--- config.mk ---
export PLATFORM = sky130hd
export DESIGN_NAME = n_set_cache_multi_policy_controller
export DESIGN_NICKNAME = d
export VERILOG_FILES = /design/src/rtl/cache_policy_pkg.sv /design/src/rtl/n_set_cache_multi_policy_controller_set_age_tracker.sv /design/src/rtl/n_set_cache_multi_policy_controller.sv
export SDC_FILE = /design/constraint.sdc
export NUM_CORES = 1
export LEC_CHECK = 0
export ABC_AREA = 1
export CORE_MARGIN = 1.5
export CORE_UTILIZATION = 45
export DETAILED_ROUTE_END_ITERATION = 12
export PLACE_DENSITY = 0.71
export SLEW_MARGIN = 5
export SYNTH_ARGS = -nofsm -noshare
export SYNTH_HDL_FRONTEND = slang
export SYNTH_SLANG_ARGS = --single-unit
--- constraint.sdc ---
create_clock -name clock_i -period 5.49 [get_ports clock_i]
set_clock_uncertainty 0.1 [all_clocks]
set_input_delay 0.549 -clock clock_i [delete_from_list [all_inputs] [get_ports clock_i]]
set_output_delay 0.549 -clock clock_i [all_outputs]
set_load 0.03 [all_outputs]
--- src/rtl/cache_policy_pkg.sv ---
// Shared constants and types for the N-way replacement-policy controller.
// Optional build macro: CACHE_POLICY_INVALID_FIRST_EN (victim search prefers invalid ways).
package cache_policy_pkg;

    localparam int unsigned POLICY_LRU  = 0;
    localparam int unsigned POLICY_MRU  = 1;
    localparam int unsigned POLICY_FIFO = 2;

    typedef enum logic [1:0] {
        ST_IDLE   = 2'd0,
        ST_SEARCH = 2'd1,
        ST_DONE   = 2'd2
    } state_e;

    // Width of one set's packed age vector: one age field of clog2(ways) bits per way.
    function automatic int unsigned age_vec_width(input int unsigned n_ways);
        return n_ways * $clog2(n_ways);
    endfunction

endpackage

--- src/rtl/n_set_cache_multi_policy_controller_set_age_tracker.sv ---
// Per-set age ordering (0 = most recent). touch() moves a way to age 0 and shifts
// younger ways up by one. Combinationally reports the policy victim.
// With CACHE_POLICY_INVALID_FIRST_EN defined it also keeps a valid bit per way and
// reports the lowest-index invalid way.
module set_age_tracker
    import cache_policy_pkg::*;
#(
    parameter int unsigned N_WAYS = 4,
    parameter int unsigned POLICY = POLICY_LRU,
    parameter int unsigned BW_GRP = $clog2(N_WAYS)
)(
    input  logic              i_clk,
    input  logic              i_rst_n,
    input  logic              i_touch,
    input  logic [BW_GRP-1:0] i_way,
`ifdef CACHE_POLICY_INVALID_FIRST_EN
    input  logic              i_fill,
    output logic              o_inv_any,
    output logic [BW_GRP-1:0] o_inv_way,
`endif
    output logic [BW_GRP-1:0] o_victim
);

    localparam int unsigned       AGE_W      = age_vec_width(N_WAYS);
    localparam logic [BW_GRP-1:0] VICTIM_AGE = (POLICY == POLICY_MRU) ? '0 : BW_GRP'(N_WAYS - 1);

    logic [AGE_W-1:0]  r_age;
    logic [BW_GRP-1:0] w_ref_age;

    // Current age of the way being touched.
    always_comb begin
        w_ref_age = '0;
        for (int w = 0; w < N_WAYS; w++) begin
            if (i_way == BW_GRP'(w)) w_ref_age = r_age[w*BW_GRP +: BW_GRP];
        end
    end

    // Age storage: reset to identity ordering, touch keeps it a permutation.
    always_ff @(posedge i_clk or negedge i_rst_n) begin
        if (!i_rst_n) begin
            for (int w = 0; w < N_WAYS; w++) r_age[w*BW_GRP +: BW_GRP] <= BW_GRP'(w);
        end else if (i_touch) begin
            for (int w = 0; w < N_WAYS; w++) begin
                if (i_way == BW_GRP'(w))
                    r_age[w*BW_GRP +: BW_GRP] <= '0;
                else if (r_age[w*BW_GRP +: BW_GRP] < w_ref_age)
                    r_age[w*BW_GRP +: BW_GRP] <= r_age[w*BW_GRP +: BW_GRP] + BW_GRP'(1);
            end
        end
    end

    // Policy victim: the unique way holding the victim age.
    always_comb begin
        o_victim = '0;
        for (int w = 0; w < N_WAYS; w++) begin
            if (r_age[w*BW_GRP +: BW_GRP] == VICTIM_AGE) o_victim = BW_GRP'(w);
        end
    end

`ifdef CACHE_POLICY_INVALID_FIRST_EN
    logic [N_WAYS-1:0] r_valid;

    // Valid bits: set when a way is filled.
    always_ff @(posedge i_clk or negedge i_rst_n) begin
        if (!i_rst_n)
            r_valid <= '0;
        else if (i_touch && i_fill)
            r_valid[i_way] <= 1'b1;
    end

    // Lowest-index invalid way (scan downwards so the lowest wins).
    always_comb begin
        o_inv_any = ~(&r_valid);
        o_inv_way = '0;
        for (int w = N_WAYS - 1; w >= 0; w--) begin
            if (!r_valid[w]) o_inv_way = BW_GRP'(w);
        end
    end
`endif

endmodule

--- src/rtl/n_set_cache_multi_policy_controller.sv ---
// Replacement controller for an N-way set-associative cache (LRU / MRU / FIFO).
// Hits touch the set's age ordering; a miss searches a registered victim address,
// holds it until miss_i drops, then fills (touches) the victim way.
// Optional build macro: CACHE_POLICY_INVALID_FIRST_EN (prefer invalid ways as victims).
module n_set_cache_multi_policy_controller
    import cache_policy_pkg::*;
#(
    parameter int unsigned CACHE_BLOCK_CAPACITY = 16,
    parameter int unsigned CACHE_SET_SIZE       = 4,
    parameter int unsigned POLICY               = POLICY_LRU
)(
    input  logic                                    clock_i,
    input  logic                                    resetn_i,
    input  logic                                    hit_i,
    input  logic                                    miss_i,
    input  logic [$clog2(CACHE_BLOCK_CAPACITY)-1:0] addr_i,
    output logic                                    done_o,
    output logic [$clog2(CACHE_BLOCK_CAPACITY)-1:0] addr_o
);

    localparam int unsigned BW_CAP    = $clog2(CACHE_BLOCK_CAPACITY);
    localparam int unsigned BW_GRP    = $clog2(CACHE_SET_SIZE);
    localparam int unsigned BW_SET    = BW_CAP - BW_GRP;
    localparam int unsigned N_SET     = 32'd1 << BW_SET;
    localparam int unsigned SET_W     = (BW_SET == 0) ? 1 : BW_SET;
    localparam logic        HIT_TOUCH = (POLICY != POLICY_FIFO);

    if (POLICY > POLICY_FIFO) begin : g_bad_policy
        $error("POLICY must be 0 (LRU), 1 (MRU) or 2 (FIFO)");
    end

    state_e            r_state, w_next_state;
    logic [SET_W-1:0]  r_set, r_pend_set, w_in_set, w_touch_set;
    logic [BW_GRP-1:0] r_victim, r_pend_way, w_in_way, w_touch_way, w_sel_victim;
    logic              r_pend_vld, r_done;
    logic [BW_CAP-1:0] r_addr, w_out_addr;
    logic              w_touch_en, w_fill, w_pend_load, w_pend_apply, w_latch_set, w_capture;
    logic [BW_GRP-1:0] w_trk_victim [N_SET];
`ifdef CACHE_POLICY_INVALID_FIRST_EN
    logic [N_SET-1:0]  w_trk_inv_any;
    logic [BW_GRP-1:0] w_trk_inv_way [N_SET];
`endif

    assign w_in_way = addr_i[BW_CAP-1 -: BW_GRP];

    // Address split / compose; with a single set there is no set field.
    if (BW_SET > 0) begin : g_set_field
        assign w_in_set   = addr_i[SET_W-1:0];
        assign w_out_addr = {w_sel_victim, r_set};
    end else begin : g_no_set_field
        assign w_in_set   = '0;
        assign w_out_addr = w_sel_victim;
    end

    // One age tracker per set.
    for (genvar s = 0; s < N_SET; s++) begin : g_trk
        set_age_tracker #(
            .N_WAYS (CACHE_SET_SIZE),
            .POLICY (POLICY),
            .BW_GRP (BW_GRP)
        ) u_trk (
            .i_clk    (clock_i),
            .i_rst_n  (resetn_i),
            .i_touch  (w_touch_en && (w_touch_set == SET_W'(s))),
            .i_way    (w_touch_way),
`ifdef CACHE_POLICY_INVALID_FIRST_EN
            .i_fill   (w_fill),
            .o_inv_any(w_trk_inv_any[s]),
            .o_inv_way(w_trk_inv_way[s]),
`endif
            .o_victim (w_trk_victim[s])
        );
    end

    // Victim of the latched set, preferring an invalid way when that feature is built.
    always_comb begin
        w_sel_victim = '0;
        for (int s = 0; s < N_SET; s++) begin
            if (r_set == SET_W'(s)) begin
                w_sel_victim = w_trk_victim[s];
`ifdef CACHE_POLICY_INVALID_FIRST_EN
                if (w_trk_inv_any[s]) w_sel_victim = w_trk_inv_way[s];
`endif
            end
        end
    end

    // FSM state register.
    always_ff @(posedge clock_i or negedge resetn_i) begin
        if (!resetn_i) r_state <= ST_IDLE;
        else           r_state <= w_next_state;
    end

    // FSM next state: a pending hit is drained before a new miss is searched.
    always_comb begin
        w_next_state = r_state;
        case (r_state)
            ST_IDLE:   if (!r_pend_vld && miss_i) w_next_state = ST_SEARCH;
            ST_SEARCH: w_next_state = ST_DONE;
            ST_DONE:   if (!miss_i) w_next_state = ST_IDLE;
            default:   w_next_state = ST_IDLE;
        endcase
    end

    // FSM control outputs: touch source selection, pending-hit and capture strobes.
    always_comb begin
        w_touch_en   = 1'b0;
        w_touch_set  = r_set;
        w_touch_way  = r_victim;
        w_fill       = 1'b0;
        w_pend_load  = 1'b0;
        w_pend_apply = 1'b0;
        w_latch_set  = 1'b0;
        w_capture    = 1'b0;
        case (r_state)
            ST_IDLE: begin
                if (r_pend_vld) begin
                    w_pend_apply = 1'b1;
                    w_touch_en   = HIT_TOUCH;
                    w_touch_set  = r_pend_set;
                    w_touch_way  = r_pend_way;
                    w_pend_load  = hit_i;
                end else if (miss_i) begin
                    w_latch_set  = 1'b1;
                    w_pend_load  = hit_i;
                end else if (hit_i) begin
                    w_touch_en   = HIT_TOUCH;
                    w_touch_set  = w_in_set;
                    w_touch_way  = w_in_way;
                end
            end
            ST_SEARCH: begin
                w_capture   = 1'b1;
                w_pend_load = hit_i;
            end
            ST_DONE: begin
                w_pend_load = hit_i;
                if (!miss_i) begin
                    w_touch_en = 1'b1;
                    w_fill     = 1'b1;
                end
            end
            default: ;
        endcase
    end

    // Datapath registers: latched set, victim, pending hit and outputs.
    always_ff @(posedge clock_i or negedge resetn_i) begin
        if (!resetn_i) begin
            r_set      <= '0;
            r_victim   <= '0;
            r_pend_vld <= 1'b0;
            r_pend_set <= '0;
            r_pend_way <= '0;
            r_done     <= 1'b0;
            r_addr     <= '0;
        end else begin
            if (w_latch_set) r_set <= w_in_set;
            if (w_capture) begin
                r_victim <= w_sel_victim;
                r_done   <= 1'b1;
                r_addr   <= w_out_addr;
            end else if (w_fill) begin
                r_done   <= 1'b0;
            end
            if (w_pend_load) begin
                r_pend_vld <= 1'b1;
                r_pend_set <= w_in_set;
                r_pend_way <= w_in_way;
            end else if (w_pend_apply) begin
                r_pend_vld <= 1'b0;
            end
        end
    end

    assign done_o = r_done;
    assign addr_o = r_addr;

endmodule

==> run_results.csv <==
group,metric,value,unit
outcome,run_status,"complete, no violations",
synth,synth_enable_flop_cells,0,
critical_path,end_kind,"flip-flop",
route,routed_wl,7.73,mm
grt,grt_pass1_wl,13.5,mm
sta,timing.final.crit_period,3530,ps
clock_tree,clkLatencyLatePin,310,ps
route,final_antenna_net_count,0,
clock_tree,ctsHoldBuffers,0,
clock_tree,post_cts_buffers,0,
grt,first_global_vias,2989,
sta,timing.final.hold_violations,0,
synth,synthesis.area,3460,µm²
floorplan,initial_utilization,47.2,%
critical_path,crit_required,5640,ps
placement,detailed_place.area,3640,µm²
sta,final_max_slew_viol_count,0,
synth,synth_seq_area_share,33.8,%
route,detail_route.first_pass.iterations,4,
sta,setup_viol_count_final,0,
clock_tree,cts.sinks,46,
worst_hold_path,min_path_type,"in -> async",
clock_tree,cts-root-to-sink-buffers,2,
cells_and_area,diodes,0,
clock_tree,htree_num_levels,2,
flow_run,maxCapViolCount,0,
synth,asyncSetResetFlopFracSynth,100,%
floorplan,die_area,8230,µm²
clock_tree,numCtsBuffers,5,
floorplan,ioPinCount,13,
floorplan,row_count,31,
critical_path,path_class,"in -> reg",
synth,ys.warnings.count,0,
route,detail_route.vias_per_cell,5.13,
synth,synth_largest_type_area_fraction,21.7,%
placement,buffer_ports.inserted,12,
route,drc,0,
sta,timing_worst_slew_pin_value,1010,ps
sta,post-route-period-util,64.3,%
synth,synth_seq_cells,46,
grt,grt_use_total,20.4,%
route,post_drt_wl_per_cell,13.2,µm
placement,gp_routability_congestion,0.845,
cells_and_area,finish.net_count,529,
synth,ys_top_cells_by_area,"dfrtp_1, nand2_1, dfstp_2",
cells_and_area,layout-area-overhead-vs-synth,8.46,%
clock_tree,clk_root_buffer_cell,"clkbuf_8",
clock_tree,clock_transition_at_the_registers_of_the_reported_paths,90,ps
synth,synth.net_count,518,
floorplan,die_width,90.7,µm
clock_tree,cts.repair.resized,0,
critical_path,timing.critical_path.fanout_max,12,
sta,rsz0062_at_grt,"false",
grt,grt_start_max_net_pins,47,
sta,slew-limit-headroom,32.7,%
clock_tree,clock_tree_from_tritoncts,"built",
route,route.vias.total,3015,
synth,synth_most_common_cell,"nand2_1",
route,detailed_route_iter0_violations,146,
grt,grt_remaining_overflow,0,
synth,post_synth.cell_area_avg,7.26,µm²
floorplan,design.core.area,7330,µm²
synth,synth_top_cell_by_area,"dfrtp_1",
synth,syn_inst,477,
critical_path,start_kind,"input pin",
sta,maxClockFrequency,0.283,GHz
cells_and_area,finalInstanceArea,3750,µm²
sta,setup-tns-final,0,ps
cells_and_area,fillCellCount,707,
floorplan,die_h,90.7,µm
synth,synth_ff_type,"dfrtp_1",
critical_path,cp_data_arrival_time,3680,ps
grt,number_of_antenna_violations_at_the_first_check_in_global_routing,0,
placement,hpwl,5.62,mm
cells_and_area,drive_gt1_share,16.0,%
synth,yosys-top-cells-count,"nand2_1, inv_1, nor2_1",
synth,synth_cell_type_count,32,
==> final timing paths <==
check	start	to	slack (ps)	depth (start not counted)
min reg2reg	addr_o[0]$_DFFE_PN0P_	addr_o[0]$_DFFE_PN0P_	390	2
max in group asynchronous	resetn_i	addr_o[1]$_DFFE_PN0P_	4640	2
max reg2reg	r_state[0]$_DFFE_PN0P_	g_trk[3].u_trk.r_age[7]$_DFFE_PN1P_	2130	17
min	resetn_i	g_trk[3].u_trk.r_age[3]$_DFFE_PN0P_	230	2
max	miss_i	g_trk[3].u_trk.r_age[7]$_DFFE_PN1P_	1960	18
min in group clock_i	addr_o[0]$_DFFE_PN0P_	addr_o[0]$_DFFE_PN0P_	390	2
==> final cells by class <==
class | count | area (µm²) | area share [%]
clock inverters | 3 | 40.0 | 1.07
inverters | 65 | 244 | 6.50
flip-flops and latches | 46 | 1170 | 31.2
multi-input cells | 357 | 1980 | 52.8
well taps | 99 | 124 | 3.30
repair buffers | 13 | 123 | 3.27
clock buffers | 5 | 68.8 | 1.83
==> worst max-delay path: stages <==
cell and delay, ps:
clkdlybuf4s50_1 530, nor2_2 210, nand2_1 70, nand2_1 50, nand2_1 60, nand2_2 340, inv_2 140, nor2_4 230
inv_2 150, o22ai_1 170, a2bb2oi_1 390, ha_1 320, o21ai_1 70, nand2_1 60, nand2_1 90, nand2_1 80
nand2_1 100, nand2_1 50
==> layer usage <==
| metal | track usage [%] | vias to the layer above | wire length, µm |
|---|---|---|---|
| met1 | 25.7 | 1411 | 3750 |
| met4 | 8.20 | 0 | 180 |
| met5 | 0 | - | 0 |
| li1 | - | 1536 | - |
| met2 | 34.5 | 52 | 3540 |
| met3 | 3.20 | 16 | 257 |
==> cells in the final DEF, fill, tap and decap left out <==
cell	netlist	routed
nor2_2	1	1
o22ai_2	1	1
inv_2	4	4
o311ai_0	2	2
nor2_1	43	43
nand3_1	29	29
a22o_1	1	1
bufinv_16	0	1
nand2_2	32	32
nand2_1	149	149
clkbuf_8	0	5
mux2_2	1	1
dfrtp_1	30	30
o211ai_1	1	1
buf_4	2	1
xnor2_1	4	4
nor3_1	1	1
inv_1	61	61
or2_0	1	1
dfstp_2	16	16
clkinv_2	0	2
nor2_4	3	3
nand2_4	1	1
o21ai_1	5	5
clkdlybuf4s50_1	0	11
o22ai_1	7	7
buf_2	4	1
a21oi_1	7	7
o32ai_1	1	1
o21ai_0	16	16
nand4_1	5	5
nand3_2	9	9
a2bb2oi_1	4	4
ha_1	33	33
==> logic make-up (layout without fill, tap and decap cells) <==
group                    Yosys count  after routing  synth area share [%]
AO/OA/AOI/OAI                     45             45                  7.92
XOR/XNOR                           4              4                  1.01
adder cells (fa/ha/maj)           33             33                  11.9
buffers and inverters             74             86                  8.86
flip-flops                        46             46                  33.8
multiplexers                       1              1                 0.325
AND/OR/NAND/NOR                  274            274                  36.1
==> stage by stage <==
step / util (%) / cells / hold slack, ps / setup WS (ps)
after floorplan: - / 477 / 153 / 2750
after global placement: 49.7 / 580 / 366 / 1820
after detailed placement: 49.7 / 580 / 375 / 1710
after CTS: 51.2 / 588 / 250 / 2030
after global routing: 51.2 / 588 / 269 / 1710
final: 51.2 / 588 / 231 / 1960
==> flip-flops by register name (all words and copies together) (netlist names) <==
register and flops:
r_set 2, g_trk.u_trk.r_age 32, r_pend_vld 1, r_state 2, addr_o 2, done_o 1, r_victim 2, r_pend_way 2
r_pend_set 2
Power is not shown: default switching activity piles up to over one toggle a cycle in this logic, so the estimate is an artifact.
==> RTL change (same settings) <==
Change the parameter `CACHE_SET_SIZE` from 4 to 2.
--- a/src/rtl/n_set_cache_multi_policy_controller.sv
+++ b/src/rtl/n_set_cache_multi_policy_controller.sv
@@ -6,7 +6,7 @@
     import cache_policy_pkg::*;
 #(
     parameter int unsigned CACHE_BLOCK_CAPACITY = 16,
-    parameter int unsigned CACHE_SET_SIZE       = 4,
+    parameter int unsigned CACHE_SET_SIZE       = 2,
     parameter int unsigned POLICY               = POLICY_LRU
 )(
     input  logic                                    clock_i,
Behaviour: not the same (a bounded check fails within 4 cycles, from zero or initial values and one cycle with resetn_i low).
==> RTL change against the original RTL <==
- critical endpoint is now g_trk[5].u_trk.r_age[0]
- cell area shrank 41%
- setup slack improved by 1.5 ns
- wire length is 49% lower
- worst hold slack improved by 0.15 ns
- sequential cell count is 15 lower
- area after synthesis shrank 43%
- die area fell by 41%
- count of clock-buffer cells in the layout increased by 3
==> RTL change: results (changes against the original RTL) <==
* Synthesized Nets at 278 (-46%)
* Commonest cells post-synth: nand2_1 (77), inv_1 (30), o21ai_0 (26)
* Run status: completed
* Initial drt markers at 59 (-60%)
* Pre-CTS WS at 3.13 ns (+1.42 ns)
* Drt total wl at 3940 µm (-49%)
* Share of layout cells above drive strength 1 at 15.1% (-0.81 points)
* WP data arrival at 2.13 ns (-1.55 ns)
* Vias per cell at 5.05 (-1.6%)
* Largest net degree at the start of global routing at 32 (-32%)
* Fillers at 389 (-45%)
* Worst r2r dst: g_trk[1].u_trk.r_age[0]
* Invs w/o clock at 35 (-46%)
* Non-clk buf share at 5.72% (+2.5 points)
* Wire length per cell at 11.8 µm (-10%)
* Worst hold slack at 0.377 ns (+0.146 ns)
* Placed cell count at 326 (-44%)
* Synth Instances at 266 (-44%)
* Multi-input combinational cell count at 197 (-45%)
* Sequential fraction of total cell area at 35.2% (+4.0 points)
* Clock insertion delay at the later pin of the skew report at 0.29 ns (-0.02 ns)
* Vias in the first global route at 1587 (-47%)
* Post-synth cell types at 24 (-25%)
* CP Max Fanout at 17 (+5)
* Max reg flops at 16 (-50%)
* Core box area at 0.00412 mm² (-44%)
* DP Area at 0.00215 mm² (-41%)
[RTL change: routing by layer]
layer / track usage [%] / share of wire, % / up-vias
met5: 0 / 0 / -
met4: 5.88 / 1.6 / 0
met3: 4.94 / 4.2 / 7
met2: 27.2 / 43 / 21
met1: 25.6 / 51 / 769
li1: - / - / 889
[RTL change: worst max-delay path, stage by stage]
cell,delay [ns]
clkdlybuf4s50_1,0.49
nor2_2,0.20
nand2_1,0.08
nand2_1,0.07
nand2_2,0.13
nand2_4,0.21
inv_2,0.10
o21ai_0,0.11
nand2_1,0.08
nand2_1,0.06
nand2_1,0.04
[RTL change: kinds of logic after synthesis]
family	count (synthesis)	synth area share, %
simple gates	152	38.3
compound gates	41	11.8
buf+inv	38	7.93
flops	31	39.5
fa+ha+maj	4	2.52
[RTL change: where the power goes]
group / internal (mW) / total, mW / switching (mW)
Sequential: 0.343 / 0.437 / 0.0940
Combinational: 0.255 / 0.782 / 0.527
Clock: 0.0899 / 0.174 / 0.0843
